--- src/rtl/cpu_pkg.sv ---
// Shared core definitions: datapath widths, reset vector and the fetch packet
// carried from fetch to decode.
package cpu_pkg;
    localparam int XLEN = 64;
    localparam int ILEN = 32;
    localparam logic [XLEN-1:0] RESET_PC = 64'h80000000;

    typedef struct packed {
        logic [XLEN-1:0] pc;
        logic [ILEN-1:0] inst;
        logic [XLEN-1:0] dnpc;
    } fetch_pkt_t;
endpackage

--- src/rtl/wrap_ptr.sv ---
// Free-running modulo-2^W pointer with enable; clear takes priority over enable.
module wrap_ptr #(
    parameter int W = 2
) (
    input  logic         clk,
    input  logic         rst,
    input  logic         en,
    input  logic         clr,
    output logic [W-1:0] ptr
);
    always_ff @(posedge clk or negedge rst) begin
        if (!rst)       ptr <= '0;
        else if (clr)   ptr <= '0;
        else if (en)    ptr <= ptr + W'(1);
    end
endmodule

--- src/rtl/ifu_fetch_queue.sv ---
// Show-ahead instruction queue between fetch and decode; flush discards all
// buffered packets on a redirect.
module ifu_fetch_queue #(
    parameter int DEPTH = 4,
    parameter int XLEN  = 64,
    parameter int ILEN  = 32
) (
    input  logic                       clk,
    input  logic                       rst,
    input  logic                       flush,
    input  logic                       in_valid,
    output logic                       in_ready,
    input  logic [XLEN-1:0]            in_pc,
    input  logic [ILEN-1:0]            in_inst,
    input  logic [XLEN-1:0]            in_dnpc,
    output logic                       out_valid,
    input  logic                       out_ready,
    output logic [XLEN-1:0]            out_pc,
    output logic [ILEN-1:0]            out_inst,
    output logic [XLEN-1:0]            out_dnpc,
    output logic [$clog2(DEPTH):0]     count
);
    import cpu_pkg::fetch_pkt_t;

    localparam int AW = $clog2(DEPTH);
    localparam int CW = AW + 1;

    fetch_pkt_t          mem [DEPTH];
    fetch_pkt_t          head;
    logic [AW-1:0]       wptr;
    logic [AW-1:0]       rptr;
    logic                push;
    logic                pop;

    // Full/empty come from the occupancy counter, so pointer equality is never ambiguous.
    assign in_ready  = (count != CW'(DEPTH));
    assign out_valid = (count != '0);
    assign push      = in_valid & in_ready;
    assign pop       = out_valid & out_ready;

    wrap_ptr #(.W(AW)) u_wptr (
        .clk (clk),
        .rst (rst),
        .en  (push),
        .clr (flush),
        .ptr (wptr)
    );

    wrap_ptr #(.W(AW)) u_rptr (
        .clk (clk),
        .rst (rst),
        .en  (pop),
        .clr (flush),
        .ptr (rptr)
    );

    always_ff @(posedge clk or negedge rst) begin
        if (!rst) begin
            count <= '0;
        end else if (flush) begin
            count <= '0;
        end else if (push && !pop) begin
            count <= count + CW'(1);
        end else if (pop && !push) begin
            count <= count - CW'(1);
        end
    end

    always_ff @(posedge clk or negedge rst) begin
        if (!rst) begin
            for (int i = 0; i < DEPTH; i++) mem[i] <= '0;
        end else if (push && !flush) begin
            mem[wptr] <= '{pc: in_pc, inst: in_inst, dnpc: in_dnpc};
        end
    end

    // Head is masked to zero when empty so decode never sees stale data.
    assign head     = mem[rptr];
    assign out_pc   = out_valid ? head.pc   : '0;
    assign out_inst = out_valid ? head.inst : '0;
    assign out_dnpc = out_valid ? head.dnpc : '0;
endmodule
--- config.mk ---
export PLATFORM = sky130hd
export DESIGN_NAME = ifu_fetch_queue
export DESIGN_NICKNAME = d
export VERILOG_FILES = /design/src/rtl/cpu_pkg.sv /design/src/rtl/wrap_ptr.sv /design/src/rtl/ifu_fetch_queue.sv
export SDC_FILE = /design/constraint.sdc
export NUM_CORES = 1
export LEC_CHECK = 0
export ABC_AREA = 1
export BUFFER_PORTS_ARGS = -buffer_cell sky130_fd_sc_hd__buf_2
export CELL_PAD_IN_SITES_DETAIL_PLACEMENT = 1
export CELL_PAD_IN_SITES_GLOBAL_PLACEMENT = 2
export CORE_MARGIN = 2
export CORE_UTILIZATION = 33
export DETAILED_ROUTE_END_ITERATION = 10
export GPL_ROUTABILITY_DRIVEN = 0
export MAX_ROUTING_LAYER = met4
export PLACE_DENSITY_LB_ADDON = 0.08
export SYNTH_ARGS = -nofsm -noshare
export SYNTH_HDL_FRONTEND = slang
export SYNTH_SLANG_ARGS = --single-unit
--- constraint.sdc ---
create_clock -name clk -period 1.8 [get_ports clk]
set_input_delay 0.09 -clock clk [delete_from_list [all_inputs] [get_ports clk]]
set_output_delay 0.09 -clock clk [all_outputs]
set_load 0.01 [all_outputs]
# After elaboration in Yosys (flattened, before gate mapping)
# Cells that the tools add are included.
# word_totals
output_inout_bits,165
reg_bits,647
in_bits,165
elab_cells,54
# classes
bitwise_logic,4
mux,16
addsub,4
magnitude_cmp,3
eq_ne,1
n_reduce_logical,11
# op_table
cell,n
640-bit bitwise mux,1
160-bit two-way mux,3
160-bit binary-select mux with 2-bit select,1
160-bit demux with 2-bit select,1
64-bit two-way mux,2
32-bit two-way mux,1
3-bit two-way mux,3
2-bit two-way mux,4
"3-bit greater-or-equal comparator, second input constant",2
2-bit NOT with 3-bit output,2
3-bit nonzero test,2
"2-bit by 1-bit adder with 2-bit output, second input constant",2
1-bit logical AND,4
2-bit nonzero test,2
"3-bit by 1-bit adder with 3-bit output, second input constant",1
1-bit zero test,3
"3-bit by 1-bit < comparator with 1-bit output, second input constant",1
"3-bit inequality test, second input constant",1
"3-bit by 1-bit subtractor with 3-bit output, second input constant",1
1-bit AND,2

# Longest topological paths before layout
# Gate-level depths: netlist (run 1).
# depth
word_depth,7
ltp_mapped,12
depth_no_buf,12

# Hierarchy
# A second synthesis (run 1) with hierarchy kept.
# hier_totals
hier_cells,3532
area_unflattened_um2,31072.3
# modules_own_cells
mod,area_each_um2,seq_area_each_um2,instances,cells_each
ifu_fetch_queue,30899.6,16090.4,1,3510
wrap_ptr,86.3,50.0,2,11

# Worst setup path after synthesis (run 1)
# OpenSTA, ideal clock, no wires.
# synth_timing
path_type,reg-to-reg
startpoint,reg count[1]
endpoint,reg count[2]
slack_ps,-73
period_less_slack_ps,1873
t_required_ps,1682
setup_time_ps,118
t_arrival_ps,1755
path_stages_with_launch,13
n_path_buf,0
path_cell_list,dfrtp_1 > nor2_2 > nand2_4 > nand2_4 > inv_1 > nand2_1 > inv_1 > fa_1 > xor2_1 > inv_1 > nand2_1 > nand3_1 > nand2_1
# synth_via
elab_cells_between_ends,14
cone_classes,add/sub (2); eq/ne (1); mux (3); bitwise (2); reduce/logical (6)
# synth_lines
item,line_no,text
from (decl),ifu_fetch_queue.sv:21,output logic [$clog2(DEPTH):0] count
from (signal assigned),ifu_fetch_queue.sv:63,count <= count + CW'(1);
from (signal assigned),ifu_fetch_queue.sv:65,count <= count - CW'(1);
3-bit inequality test (*),ifu_fetch_queue.sv:36,assign in_ready = (count != CW'(DEPTH));
net in_ready,ifu_fetch_queue.sv:12,"output logic in_ready,"
1-bit AND (*),ifu_fetch_queue.sv:38,assign push = in_valid & in_ready;
1-bit logical AND / 1-bit zero test (equally long branches),"ifu_fetch_queue.sv:62, ifu_fetch_queue.sv:64",
3-bit two-way mux / 1-bit logical AND (equally long branches),"ifu_fetch_queue.sv:62, ifu_fetch_queue.sv:64",
3-bit two-way mux / 3-bit nonzero test (equally long branches),-,
# Mark *: on every way through the listed nets, which the timed path passes. The rest lies on a longest branch. The select of a mux whose other input is x is not followed.
# A chain may end at the register's enable or synchronous reset.

# Worst setup path in the final report (run 1)
# layout_timing
startpoint,reg u_rptr.ptr[0]
endpoint,out out_inst[6]
# layout_via
elab_chain_len,5
# layout_rtl
item,line_no,text
from (decl),wrap_ptr.sv:9,output logic [W-1:0] ptr
from (signal assigned),wrap_ptr.sv:14,else if (en) ptr <= ptr + W'(1);
2-bit NOT with 3-bit output (implied by the code),ifu_fetch_queue.sv:78,assign head = mem[rptr];
160-bit binary-select mux with 2-bit select,ifu_fetch_queue.sv:78,
160-bit two-way mux (implied by the code) (2 in series),ifu_fetch_queue.sv:78,
32-bit two-way mux,ifu_fetch_queue.sv:80,assign out_inst = out_valid ? head.inst : '0;
to (decl),ifu_fetch_queue.sv:19,"output logic [ILEN-1:0] out_inst,"
# No other way between the ends. The select of a mux whose other input is x is not followed.

==> results of run 1 <==
## worst reg2reg max path: stages, from the launching register on
cell and delay [ns]:
dfrtp_2 0.42, nor2_4 0.12, buf_4 0.13, nand2_4 0.05, nand2_4 0.09, nor2_8 0.08
nand2_8 0.10, buf_4 0.55, nand2_1 0.24, o21ai_2 0.10
## state kept, by name (all words and copies together) (netlist names)
signal / count
count: 3
mem: 640
u_rptr.ptr: 2
u_wptr.ptr: 2
## report_power, final
group / switching (mW) / total (mW) / internal [mW]
Sequential: 3.41 / 23.9 / 20.5
Clock: 6.39 / 16.1 / 9.70
Combinational: 15.3 / 27.4 / 12.2
## synthesized netlist by cell type
library cell / instances
clkbuf_1: 64
buf_6: 132
fa_1: 1
o21ai_2: 306
nor2_2: 1
nand2_1: 655
nor2_8: 1
inv_1: 170
ha_1: 4
nand4_1: 3
xor2_1: 1
dfrtp_1: 647
buf_1: 3
inv_2: 3
o21ai_1: 254
a21oi_1: 163
nor2_1: 642
o21ai_0: 403
nand2_4: 6
nand3_1: 3
buf_2: 64
## final cells by class
type                            count  area [um^2]  area share (%)
Antenna cell                        6        15.01         0.03656
Clock buffer                      118         2356           5.737
Clock inverter                     20        227.7          0.5545
Inverter                          173        686.9           1.673
Multi-Input combinational cell   2443        12450           30.32
Sequential cell                   647        16200           39.45
Tap cell                         1243         1555           3.787
Timing Repair Buffer              764         7560           18.41
Timing Repair inverter              1        16.27         0.03961
## placed cells by master, fill, tap and decap left out, drive strengths merged
cell,instances
inv,173
nor2,644
ha,4
nand3,3
clkinv,15
nand4,3
nand2,661
bufbuf,3
bufinv,5
buf,583
fa,1
o21ai,963
a21oi,163
diode,6
dfrtp,647
xor2,1
clkbuf,131
clkinvlp,1
dlygate4sd3,165
## final timing paths
path | end | slack (ns) | cells past startpoint
max in group asynchronous | mem[263] | 0.12 | 3
min reg2reg | mem[17] | 0.48 | 2
max reg2reg | mem[510] | -0.18 | 9
min | mem[252] | 0.23 | 3
min in group clk | mem[489] | 0.30 | 4
max | out_inst[6] | -0.59 | 8
## what timing repair did
action                      CTS  global route
hold buffers                165             0
pin swaps                    49            87
gates resized for setup     144           251
cloned                       20            21
hold endpoints to repair   1221             0
setup buffers                40            23
setup endpoints to repair   186           701
## metrics by stage
stage               power (mW)  utilization (%)  setup slack (ns)
detailed placement       47.22            37.33           -0.1047
global placement         46.25            37.33          -0.09409
finish                   67.46            44.60           -0.5898
floorplan                37.25                -           0.02223
CTS                      66.65            43.45           -0.6274
global route             72.34            44.60           -0.6683
## logic make-up after synthesis
group | count (synthesis) | share of synthesized area, %
buffers and inverters | 436 | 8.803
XOR/XNOR | 1 | 0.02848
AND/OR/NAND/NOR | 1311 | 16.24
adder cells (fa/ha/maj) | 5 | 0.2278
flip-flops | 647 | 52.64
AO/OA/AOI/OAI | 1126 | 22.06
## per-layer routing
metal | routed length [um] | GRT usage [%]
met4 | 2813 | 5.599
met5 | 0 | -
met1 | 49520 | 29.30
met3 | 3541 | 2.985
met2 | 55220 | 39.40
==> impl_metrics.toml, run 1 <==
[status]
outcome = "complete, but fails checks"
violations = "negative setup slack"

[global_routing]
overflow = 0
grt_first_pass_wirelength_um = 167300
grt_usage_pct = 23.17
grt_max_degree = 104
grt_pass1_vias = 28380
antenna_found_initial = 6

[route]
drt-total-wl_um = 111100
route.vias.total = 26480
drcViolationCount = 0
avgViaCountPerCell = 4.890
drtIter0Drc = 1392
drt_pass1_iterations = 5
postRouteAntennaNets = 0
routedWlPerCell_um = 20.52

[synthesis]
netlist.area_leader.share_pct = 52.64
ys_warn_count = 0
syn_nets = 3696
ys_top_cells_by_area = "dfrtp_1 53%, o21ai_2 8.7%, nand2_1 8.0%, nor2_1 7.8%, o21ai_0 6.6%"
yosysSeqAreaShare_pct = 52.64
syn-mean-instance-area_um2 = 8.723
netlist_instances = 3526
yosys.area.top_type = "dfrtp_1"
ys_types = 21
ys_ff_latch = 647
syn-cell-area_mm2 = 0.03076

[critical_path]
critPathBufInv = 4
critPathMaxStageDelay_ns = 0.48
worstPathCellList = "buf_12 -> buf_12 -> buf_12 -> nor2_4 -> nor2_2 -> o21ai_2 -> a21oi_2 -> buf_6"
slowest_stage = "dfrtp_4"
cp-startpoint = "u_rptr.ptr[0]"
cp_top_family = "buffers and inverters"
cp_data_required_time_ns = 1.71
cp_data_arrival_time_ns = 2.30
critical_path.max_fanout = 8
end_kind = "primary output"
r2r_start = "count[0]"
crit_type = "flip-flop to primary output"
path_common_cell = "buf_12"
critPathLaunchType = "flip-flop"

[timing]
fin_crit_ns = 2.390
drv_slew = 0
hold-worst-slack_ns = 0.2342
final-hold-violation-count = 0
fin_skew_ns = 0.01811
tightest_slew_ns = 1.045
rsz0062_at_grt = "yes"
max-slew-margin-rel_pct = 30.07
fmax_mhz = 418.4
tns_ns = -82.78
post-route-period-util_pct = 132.8
setup_viol = 297
final.setup.worst_slack_ns = -0.5898

[die]
die_h_um = 309.3
core_area_mm2 = 0.09208
start_util_pct = 33.40
dieArea_mm2 = 0.09566
fp.dieW_um = 309.3
ios = 330
fp-row-count = 111

[finish]
drive_above_1_share_pct = 28.35
design_area_mm2 = 0.04107
layout.cells.non_filler = 5415
area_delta_synth_final_pct = 33.53
fin_nets = 4279
fill_cells = 10620

[clock_network]
cts_root_buffer = "clkbuf_16"
clk_pin_slew_ns = 0.06
cts_made_buffers = 79
cts_sinks = 647
cts_tree = "yes"
clock_latency_ns = 0.63
clock_path_buffers = 3
cts.htree.levels = 3

[power]
p_leak_nw = 19.47
power_density_mw_per_mm2 = 1643
vdd_drop_max_mv = 0.7409

[place]
placed_cells = 5013
place.detailed.hpwl_um = 66130
port_buffers = 329
place_area_mm2 = 0.03437

[run]
cap_viol_max_count = 0

[worst_hold_path]
hp-class = "input port to async pin"
Power figures use the tool's default switching activity.
==> inputs of run 2 (changes only) <==
BUFFER_PORTS_ARGS = -buffer_cell sky130_fd_sc_hd__buf_4   (was -buffer_cell sky130_fd_sc_hd__buf_2)
GPL_TIMING_DRIVEN = 0   (was unset)
==> run 2 against run 1 <==
Net effect:
- the run ends with negative hold slack, negative setup slack left
- core utilization shrank 0.23 points
- design area fell by 0.52%
- non-clock buffer count up 10
- wire length up 7.6%
- clock skew decreased by 0.0035 ns
- register-to-register slack worse by 0.08 ns
- setup slack got worse by 0.0085 ns
- critical path depth stayed put
- sequential power hardly changed
- critical path type unchanged
- power fell by 1.3%
- highest routed layer unchanged
- largest cell class unchanged
- via count is 0.57% higher
- flip-flop and latch count did not move
==> impl_metrics.toml, run 2 (synthesis results as in run 1) <==
[die]
start_util_pct = 33.40
die_h_um = 309.3
dieArea_mm2 = 0.09566
core_area_mm2 = 0.09208
fp-row-count = 111
fp.dieW_um = 309.3
ios = 330

[power]
vdd_drop_max_mv = 0.7134
p_leak_nw = 19.33
power_density_mw_per_mm2 = 1630

[route]
routedWlPerCell_um = 22.06
drcViolationCount = 0
drtIter0Drc = 1368
postRouteAntennaNets = 0
drt-total-wl_um = 119500
route.vias.total = 26630
avgViaCountPerCell = 4.916
drt_pass1_iterations = 5

[finish]
largestRegisters = "mem (640), count (3)"
fill_cells = 10700
drive_above_1_share_pct = 26.70
area_delta_synth_final_pct = 32.84
largest_register_ffs = 640
fin_nets = 4288
layout_common_cells = "653 x nand2_1, 644 x dfrtp_1, 636 x nor2_1, 363 x o21ai_0, 335 x buf_4"
layout_commonest_cell = "nand2_1"
regMostFlops = "mem"

[clock_network]
clk_pin_slew_ns = 0.06
cts_sinks = 647
cts.htree.levels = 3
clock_path_buffers = 3
clock_latency_ns = 0.63
cts_made_buffers = 79
cts_root_buffer = "clkbuf_16"
cts_tree = "yes"

[global_routing]
antenna_found_initial = 1
grt_max_degree = 112
grt_usage_pct = 25.88
overflow = 0
grt_first_pass_wirelength_um = 179600
grt_pass1_vias = 28520

[timing]
max-slew-margin-rel_pct = 55.34
final.setup.worst_slack_ns = -0.5983
fin_crit_ns = 2.398
hold-worst-slack_ns = -0.01587
tightest_slew_ns = 0.6699
fmax_mhz = 417.0
setup_viol = 797
rsz0062_at_grt = "yes"
fin_skew_ns = 0.01463
drv_slew = 0
final-hold-violation-count = 4
post-route-period-util_pct = 133.2

[place]
place_ws_ns = -1.033
place.detailed.hpwl_um = 80330
port_buffers = 329

[worst_hold_path]
hp-class = "input port to async pin"

[critical_path]
crit_type = "flip-flop to primary output"
critPathLaunchType = "flip-flop"
end_kind = "primary output"
cp_data_required_time_ns = 1.71
critical_path.max_fanout = 10
cp_data_arrival_time_ns = 2.31

[run]
cap_viol_max_count = 0

[status]
violations = "negative hold slack, negative setup slack"
outcome = "complete, but fails checks"
## run 2: worst paths after layout
kind	end	slack, ns	cells past startpoint	startpoint
max in group asynchronous	mem[20]	0.39	4	rst
setup reg to reg	count[2]	-0.26	12	count[1]
setup / recovery	out_inst[9]	-0.60	8	u_rptr.ptr[0]
hold / removal	mem[454]	-0.02	2	rst
hold reg to reg	mem[349]	0.47	2	mem[349]
min in group clk	mem[482]	0.31	4	in_dnpc[2]
## run 2: final cells by class
cell class                 instances  area, um^2  share of cell area (%)
multi-input combinational       2443       12130                   29.68
inverter                         173       676.9                   1.657
clock inverter                    14       191.4                  0.4685
antenna                            1       2.502                0.006125
buffer                           262        3134                   7.671
sequential                       647       16190                   39.64
tap                             1243        1555                   3.807
clock buffer                     122        2465                   6.033
timing repair buffer             512        4512                   11.04
## run 2: where the power goes
group / switching (mW) / total, mW / internal [mW]
registers: 3.11 / 23.6 / 20.5
logic: 15.0 / 26.5 / 11.4
clock network: 6.55 / 16.5 / 9.95
total: 24.7 / 66.6 / 41.9
## run 2: what timing repair did
action / in CTS / in global routing
endpoints found under the setup margin: 317 / 802
gates cloned: 5 / 1
gates resized for setup: 379 / 74
hold buffers: 164 / 0
endpoints found under the hold margin: 974 / 0
buffers inserted: 6 / 1
pin swaps: 47 / 39
## run 2: metrics by stage
stage	std cells	total power, mW	util (%)	TNS [ns]	cell area [um^2]
after CTS	5415	67.05	44.17	-123.94	40670
after detailed placement	5104	47.57	37.97	-114.25	34970
after global placement	5098	46.93	37.79	-4844.78	34790
after floorplan	3526	37.25	-	0	30770
final	5417	66.59	44.37	-119.54	40860
after global routing	5417	71.20	44.37	-182.19	40860
## run 2: worst max-delay path, stage by stage, from the launching register on
cell     delay, ns
dfrtp_1       0.37
buf_12        0.19
buf_16        0.19
buf_6         0.16
nor2_1        0.06
nor2_1        0.08
o21ai_0       0.12
a21oi_2       0.29
buf_4         0.18
## run 2: per-layer routing
metal	up-vias	GRT usage, %	wire, um	part of all wire (%)
met4	0	7.598	3491	2.9
met2	489	44.03	59530	50
met3	186	2.589	3463	2.9
met1	13270	32.66	53000	44
li1	12690	-	-	-
met5	-	-	0	0
